**config.mk**
```make
export PLATFORM = sky130hd
export DESIGN_NAME = instruction_fetch_memory
export DESIGN_NICKNAME = d
export VERILOG_FILES = /design/src/rtl/instruction_fetch_memory.sv
export SDC_FILE = /design/constraint.sdc
export NUM_CORES = 2
export LEC_CHECK = 0
export BUFFER_PORTS_ARGS = -buffer_cell sky130_fd_sc_hd__buf_4
export CORE_ASPECT_RATIO = 1.5
export CORE_UTILIZATION = 60
export CTS_BUF_LIST = sky130_fd_sc_hd__clkbuf_4 sky130_fd_sc_hd__clkbuf_8
export DETAILED_ROUTE_END_ITERATION = 6
export PLACE_DENSITY_LB_ADDON = 0.25
export SLEW_MARGIN = 20
export SYNTH_ARGS = -nofsm -noshare
export SYNTH_HDL_FRONTEND = slang
export SYNTH_SLANG_ARGS = --single-unit
```
**constraint.sdc**
```tcl
create_clock -name clk -period 4.5 [get_ports clk]
set_input_delay 0.45 -clock clk [delete_from_list [all_inputs] [get_ports clk]]
set_output_delay 0.45 -clock clk [all_outputs]
set_load 0.05 [all_outputs]
```
**src/rtl/instruction_fetch_memory.sv**
```systemverilog
// instruction_fetch_memory
//   Byte-addressed instruction store for the fetch stage. A fetch is accepted
//   on fetchReq && fetchReady && !flush, the PC is latched, and after
//   WAIT_STATES extra cycles a one-cycle instrValid pulse presents the
//   little-endian, zero-extended instruction word (or a fault for misaligned /
//   out-of-range PCs). A byte-wide load port writes the array in every state.
//
// Ports
//   clk          clock, all state changes on the rising edge
//   rst          synchronous active-high reset (does not clear memory)
//   fetchReq     fetch request
//   currentPc    byte address of the requested instruction
//   fetchReady   fetch can be accepted this cycle (decoded from state only)
//   instrValid   one-cycle pulse qualifying instruction / fault
//   instruction  fetched word, held between responses
//   fault        misaligned or out-of-range PC, held between responses
//   flush        abandon any pending fetch, block acceptance this cycle
//   loadEn       write loadByte to loadAddr
//   loadAddr     byte address of the write (out-of-range writes dropped)
//   loadByte     write data
//
// state  | meaning
// -------+---------------------------------------------------------------
// S_IDLE | nothing pending, ready for a fetch
// S_WAIT | fetch accepted, counting down wait states, not ready
// S_RESP | response presented this cycle, ready for the next fetch
module instruction_fetch_memory #(
  parameter int         ADDR_WIDTH  = 64,
  parameter int         DATA_WIDTH  = 64,
  parameter int         INSTR_BYTES = 4,
  parameter int         DEPTH_BYTES = 256,
  parameter int         WAIT_STATES = 0,
  parameter logic [7:0] INIT_BYTE   = 8'h00
) (
  input  logic                  clk,
  input  logic                  rst,
  input  logic                  fetchReq,
  input  logic [ADDR_WIDTH-1:0] currentPc,
  output logic                  fetchReady,
  output logic                  instrValid,
  output logic [DATA_WIDTH-1:0] instruction,
  output logic                  fault,
  input  logic                  flush,
  input  logic                  loadEn,
  input  logic [ADDR_WIDTH-1:0] loadAddr,
  input  logic [7:0]            loadByte
);

  localparam int IDX_W = (DEPTH_BYTES > 1) ? $clog2(DEPTH_BYTES) : 1;
  localparam logic [ADDR_WIDTH-1:0] DEPTH_A    = ADDR_WIDTH'(DEPTH_BYTES);
  localparam logic [ADDR_WIDTH-1:0] LAST_PC    = ADDR_WIDTH'(DEPTH_BYTES - INSTR_BYTES);
  localparam logic [ADDR_WIDTH-1:0] ALIGN_MASK = ADDR_WIDTH'(INSTR_BYTES - 1);
  localparam logic [3:0] CNT_LOAD = (WAIT_STATES > 0) ? 4'(WAIT_STATES - 1) : 4'd0;

  typedef enum logic [1:0] {
    S_IDLE = 2'd0,
    S_WAIT = 2'd1,
    S_RESP = 2'd2
  } state_t;

  // Where an accepted fetch goes first: straight to the response when there
  // are no wait states.
  localparam state_t FIRST_STATE = (WAIT_STATES > 0) ? S_WAIT : S_RESP;

  logic [7:0] mem [DEPTH_BYTES] = '{default: INIT_BYTE};

  state_t                  state;
  state_t                  state_next;
  logic [3:0]              cnt;
  logic [ADDR_WIDTH-1:0]   pc_q;
  logic                    accept;
  logic [ADDR_WIDTH-1:0]   sample_pc;
  logic [IDX_W-1:0]        rd_base;
  logic [DATA_WIDTH-1:0]   rd_word;
  logic                    rsp_fault;

  assign accept = fetchReq && fetchReady && !flush;

  // With no wait states the response edge is the acceptance edge, so the
  // PC being latched on that edge has to be taken straight from the port.
  assign sample_pc = (WAIT_STATES == 0) ? currentPc : pc_q;
  assign rd_base   = sample_pc[IDX_W-1:0];

  // Full-width compare: a huge PC must never alias into the array.
  assign rsp_fault = ((sample_pc & ALIGN_MASK) != '0) || (sample_pc > LAST_PC);

  always_comb begin
    rd_word = '0;
    for (int k = 0; k < INSTR_BYTES; k++) begin
      rd_word[8*k +: 8] = mem[rd_base + IDX_W'(k)];
    end
  end

  // Load port is independent of reset and FSM state.
  always_ff @(posedge clk) begin
    if (loadEn && (loadAddr < DEPTH_A)) begin
      mem[loadAddr[IDX_W-1:0]] <= loadByte;
    end
  end

  always_ff @(posedge clk) begin
    if (rst) begin
      state <= S_IDLE;
    end else begin
      state <= state_next;
    end
  end

  always_comb begin
    state_next = state;
    if (flush) begin
      state_next = S_IDLE;
    end else begin
      case (state)
        S_IDLE:  if (accept) state_next = FIRST_STATE;
        S_WAIT:  if (cnt == 4'd0) state_next = S_RESP;
        S_RESP:  state_next = accept ? FIRST_STATE : S_IDLE;
        default: state_next = S_IDLE;
      endcase
    end
  end

  always_comb begin
    fetchReady = (state != S_WAIT);
    instrValid = (state == S_RESP);
  end

  // Wait counter, latched PC and response registers. The array read uses the
  // pre-edge memory contents, so a same-edge load returns the old byte.
  always_ff @(posedge clk) begin
    if (rst) begin
      cnt         <= 4'd0;
      pc_q        <= '0;
      instruction <= '0;
      fault       <= 1'b0;
    end else begin
      if (flush) begin
        cnt <= 4'd0;
      end else if (accept) begin
        cnt  <= CNT_LOAD;
        pc_q <= currentPc;
      end else if ((state == S_WAIT) && (cnt != 4'd0)) begin
        cnt <= cnt - 4'd1;
      end

      if (state_next == S_RESP) begin
        instruction <= rsp_fault ? '0 : rd_word;
        fault       <= rsp_fault;
      end
    end
  end

endmodule

```
* Yosys cells after proc, flatten, opt, wreduce, memory -nomap -nowiden *
Memory sizes are Yosys's and may differ from the RTL's.
Cells that the tools add are included.
W data, S select, Z words.

word-level totals
  register bits after elaboration = 71
  latch bits = 0
  bits in writable memories = 2048
  bits in read-only memories = 0
  bits of input ports = 141
  output and inout port bits = 67
  logic and storage cells = 34
  memories kept = 1

memories
  name  words  width  rd ports  clocked after Yosys merged registers in  write ports  RTL line  source
  mem   256    8      4         0                                        1            65        logic [7:0] mem [DEPTH_BYTES] = '{default: INIT_BYTE};

cells by class
  add/subtract/negate cells = 4
  $mul = 0
  divide/modulo/power cells = 0
  $lt $le $gt $ge = 2
  equal/unequal tests = 4
  shifts and indexed selects = 0
  muxes and demuxes = 8
  bitwise logic cells = 0
  reductions and logical operators = 11

operators with widths
  operator               count
  $gt A64 B8 Y1 const B  1
  $lt A64 B9 Y1 const B  1
  $reduce_bool A64 Y1    1
  $mux W32               1
  $add A8 B2 Y8 const B  2
  $add A8 B1 Y8 const B  1
  $mux W2                4
  $pmux W2 S3            1
  $eq A2 B2 Y1 const B   2
  $logic_and A1 B1 Y1    4
  $logic_not A4 Y1       1
  $reduce_bool A4 Y1     1
  $sub A4 B1 Y4 const B  1
  $reduce_or A3 Y1       1
  $eq A2 B1 Y1 const B   1
  $logic_not A2 Y1       1
  $mux W1                2
  $ne A2 B1 Y1 const B   1
  $logic_not A1 Y1       1
  $logic_or A1 B1 Y1     1

* Longest topological paths before layout *
  word-level depth = 7
  depth in mapped cells = 22
  depth with buffers taken out = 10

* Worst setup path before layout *
Ideal clock, no wire load.

  path type = input to register
  start point = input port currentPc[0]
  end point = register instruction[25]
  library setup time = 123 ps
  arrival = 4488 ps
  required time = 4377 ps
  setup slack = -111 ps
  cell stages on the path = 19
  buffers on the path = 11
  path through = buf_6 -> buf_6 -> buf_6 -> buf_6 -> clkinv_1 -> buf_2 -> buf_2 -> buf_2 -> ha_1 -> buf_2 -> buf_2 -> buf_2 -> buf_1 -> mux4_2 -> mux4_2 -> a22oi_1 -> nand2_1 -> a222oi_1 -> nand2_1

between the ends
  word-level cells in the longest chain between the ends = 3
  elaborated cells between the ends (all ways) = 6
  those cells by class = add/sub: 1; order compare: 1; mux: 1; reduce/logical: 2; memory: 1

RTL lines
  item                                                          RTL line  source
  from (decl)                                                   38        input logic [ADDR_WIDTH-1:0] currentPc,
  $add A8 B2 Y8 (tied with other cells)                         90        rd_word[8*k +: 8] = mem[rd_base + IDX_W'(k)];
  $mem_v2 Z256 W8 / $logic_or A1 B1 Y1 (equally long branches)  -
  $mux W32 (*)                                                  147       instruction <= rsp_fault ? '0 : rd_word;
  to (signal assigned)                                          147
  to (decl)                                                     41        output logic [DATA_WIDTH-1:0] instruction,

Mark *: on every way between the ends. The rest lies on a longest branch, timed or not.
A chain may end at the register's enable or synchronous reset.

* Worst setup path in the final report *
  start point = input port currentPc[25]
  end point = register instruction[21]

between the ends
  word-level cells in the longest chain between the ends = 3

RTL lines
  item                RTL line  source
  $gt A64 B8 Y1       85        assign rsp_fault = ((sample_pc & ALIGN_MASK) != '0) || (sample_pc > LAST_PC);
  $logic_or A1 B1 Y1  85
  $mux W32            147

Every way passes these cells.

==> reports/qor.yml <==
clock_path_buffers: 4
cts-htree-levels: 5
slew_viol_final: 0
routabilityCongestion: 1.08
cts_root_buffer: "clkbuf_8"
synthArstFlopShare: 0
track_usage: 0.466
grt_pass1_wl_um: 700000
drc: 250
worstPathArrival_ns: 5.28
min_period_ns: 4.36
pre_cts_slack_ns: -0.275
min_path_type: "in2reg"
die_h_um: 573
startpoint_type: "input pin"
tritoncts: "built"
antenna_found_initial: 56
synth-main-ff-cell: "edfxtp_1"
synthesis.area_um2: 130000
clkSinkCount: 2087
status: "finished with violations"
fp.dieW_um: 383
syn_avg_cell_area_um2: 18.3
timing.fmax_mhz: 229
cp_max_fo: 8
die_area_um2: 219000
reg2reg_depth: 7
drive_gt1_frac: 0.491
grt-ovfl-total: 0
synth_edf_count: 2048
area_growth_pct: 12.2
period_share: 0.970
grt_max_degree: 153
ioPinCount: 208
yosys_warnings: 0
initial_utilization: 0.604
setup_tns_ns: 0
hold_viol: 0
syn_inst: 7138
final_nets: 7886
slew-limit-headroom: 0.0920
wl_per_cell_um: 46.5
finalSetupViolations: 0
ant_nets: 0
wl_um: 506000
required_ns: 5.42
viasPerCell: 8.49
synth-seq-area-share: 0.478
drt-pass1-iter-count: 7
fin_cells: 10880
io_buffers: 175
numCtsBuffers: 321
drt-initial-drc-count: 16660
core_area_um2: 216000
crit_type: "in2reg"
cts_setup_buffers: 0
yosysUniqueCellTypes: 64
finalPower_uw: 48400
dp_hpwl_um: 349000
clock_latency_ns: 1.03
worst_setup_path_end_kind: "register"
worst_pin_slew_ns: 1.35
failed_checks: "design-rule violations"
drv_cap: 0
grt_pass1_vias: 89009
path_clk_slew_ns: 0.06
worstHoldPathCells: 1
ir_drop_v: 0.000413
synth_seq_cells: 2087
rows: 209
power.leakage_uw: 0.0470
num_vias: 92419
dp.cells: 10245
fin_skew_ns: 0.0961
setup_ws_ns: 0.136
rsz0062_at_grt: "false"
powerDensity_nw_per_um2: 331
[layout make-up]
type	instances	area, µm²
well taps	2848	3560
inverters	9	36.3
clock inverters	183	1820
fillers	14080	69700
diodes	44	110
repair buffers	996	8890
multi-input cells	4324	64700
clock buffers	389	4980
flip-flops and latches	2087	62300
[cells in the mapped netlist (all sizes together) (3+ instances only)]
master   instances  share of area
dfxtp           39         0.0060
o2111ai         22         0.0015
o221ai          10        0.00067
nor3            17        0.00065
a222oi           8        0.00061
nand3          157         0.0060
nor2           386          0.011
a311o            4        0.00031
mux4          2359           0.41
a311oi          13        0.00087
nand2          512          0.015
a221oi          43         0.0029
o22a             7        0.00047
nor4            30         0.0014
o31ai           12        0.00069
ha               6        0.00058
o211ai          11        0.00063
inv              7        0.00020
nand4           44         0.0021
nand2b           6        0.00029
o21ai           63         0.0024
xor2            15         0.0011
a2111oi          6        0.00040
a221o           13         0.0010
nor2b           34         0.0016
a22oi           42         0.0024
a32oi           17         0.0011
a22o            10        0.00067
mux2             9        0.00078
a21oi           61         0.0023
xnor2           16         0.0012
and3            13        0.00062
a31oi           34         0.0016
o22ai           30         0.0014
and2            19        0.00091
mux2i          190          0.015
a211o            3        0.00020
a32o             4        0.00031
clkbuf         227         0.0065
buf            522          0.024
edfxtp        2048           0.47
a211oi          53         0.0031
[through the flow]
stage / hold slack, ns / cell area (µm²) / utilization
floorplan: 0.457 / 131000 / -
global placement: 0.451 / 139000 / 0.644
detailed placement: 0.459 / 139000 / 0.644
CTS: 0.0796 / 146000 / 0.677
global route: 0.137 / 146000 / 0.677
finish: 0.115 / 146000 / 0.677
[report_power, final]
group	switching (µW)	leakage, µW	internal, µW
Clock	8210	0.00350	9340
Combinational	5610	0.0248	3940
Sequential	0.374	0.0187	21300
Total	13800	0.0470	34600
[per-layer routing]
| metal | part of all wire | up-vias | track usage |
|---|---|---|---|
| li1 | - | 32901 | - |
| met1 | 0.28 | 46776 | 0.539 |
| met2 | 0.45 | 10032 | 0.683 |
| met3 | 0.16 | 2650 | 0.174 |
| met4 | 0.12 | 60 | 0.408 |
| met5 | 0.0011 | - | 0.00728 |
[worst max-delay path, cell delays in order]
cell,delay (ns)
dlygate4sd3_1,0.53
buf_4,0.13
nor4_1,0.17
dlygate4sd3_1,0.59
nand4_1,0.10
dlygate4sd3_1,0.60
nor4_1,0.44
and2_1,0.52
nand3_1,0.56
nor2_1,0.77
a21oi_1,0.29
nand3_1,0.13
[final timing paths]
kind,start,end,slack [ns]
worst min-delay path,loadByte[0],mem[40][0],0.11
worst min register to register,instruction[5],instruction[5],0.48
worst max register to register,mem[13][0],instruction[0],0.64
worst max-delay path,currentPc[25],instruction[21],0.14
[timing repair]
| action | 4_1_cts | 5_1_grt |
|---|---|---|
| setup endpoints to repair | 0 | 0 |
| hold buffers | 16 | 1 |
| resized for setup | 0 | 0 |
| hold endpoints to repair | 173 | 39 |
[layout by cell type (no fill, tap or decap), types with 22 or more instances in the layout]
master,instances
a221oi_1,43
nand4_1,44
clkinv_2,60
nand2_1,503
clkinvlp_4,26
o22ai_1,30
a211oi_1,50
conb_1,32
bufinv_16,34
clkbuf_8,331
nor4_1,30
a31oi_1,34
a22oi_1,42
clkinv_1,53
a21oi_1,60
buf_12,100
o21ai_0,58
edfxtp_1,2048
mux2i_1,190
buf_4,864
diode_2,44
o2111ai_1,22
mux4_2,2356
nand3_1,151
dfxtp_1,39
nor2_1,376
clkbuf_4,59
nor2b_1,31
[flip-flops by register name, summed over array words and instances (netlist names)]
name and flops:
fault 1, mem 2048, cnt 4, state 2
instruction 32
[cell families (layout without fill, tap and decap cells)]
family,after synthesis,in the layout,synth area share
buffers and inverters,758,1577,0.0307
other,1,76,0.0000288
adder cells (fa/ha/maj),6,6,0.000576
multiplexers,2558,2558,0.423
AO/OA/AOI/OAI,471,471,0.0260
XOR/XNOR,31,31,0.00225
AND/OR/NAND/NOR,1226,1226,0.0400
flip-flops,2087,2087,0.478
(Power assumes the default switching activity.)
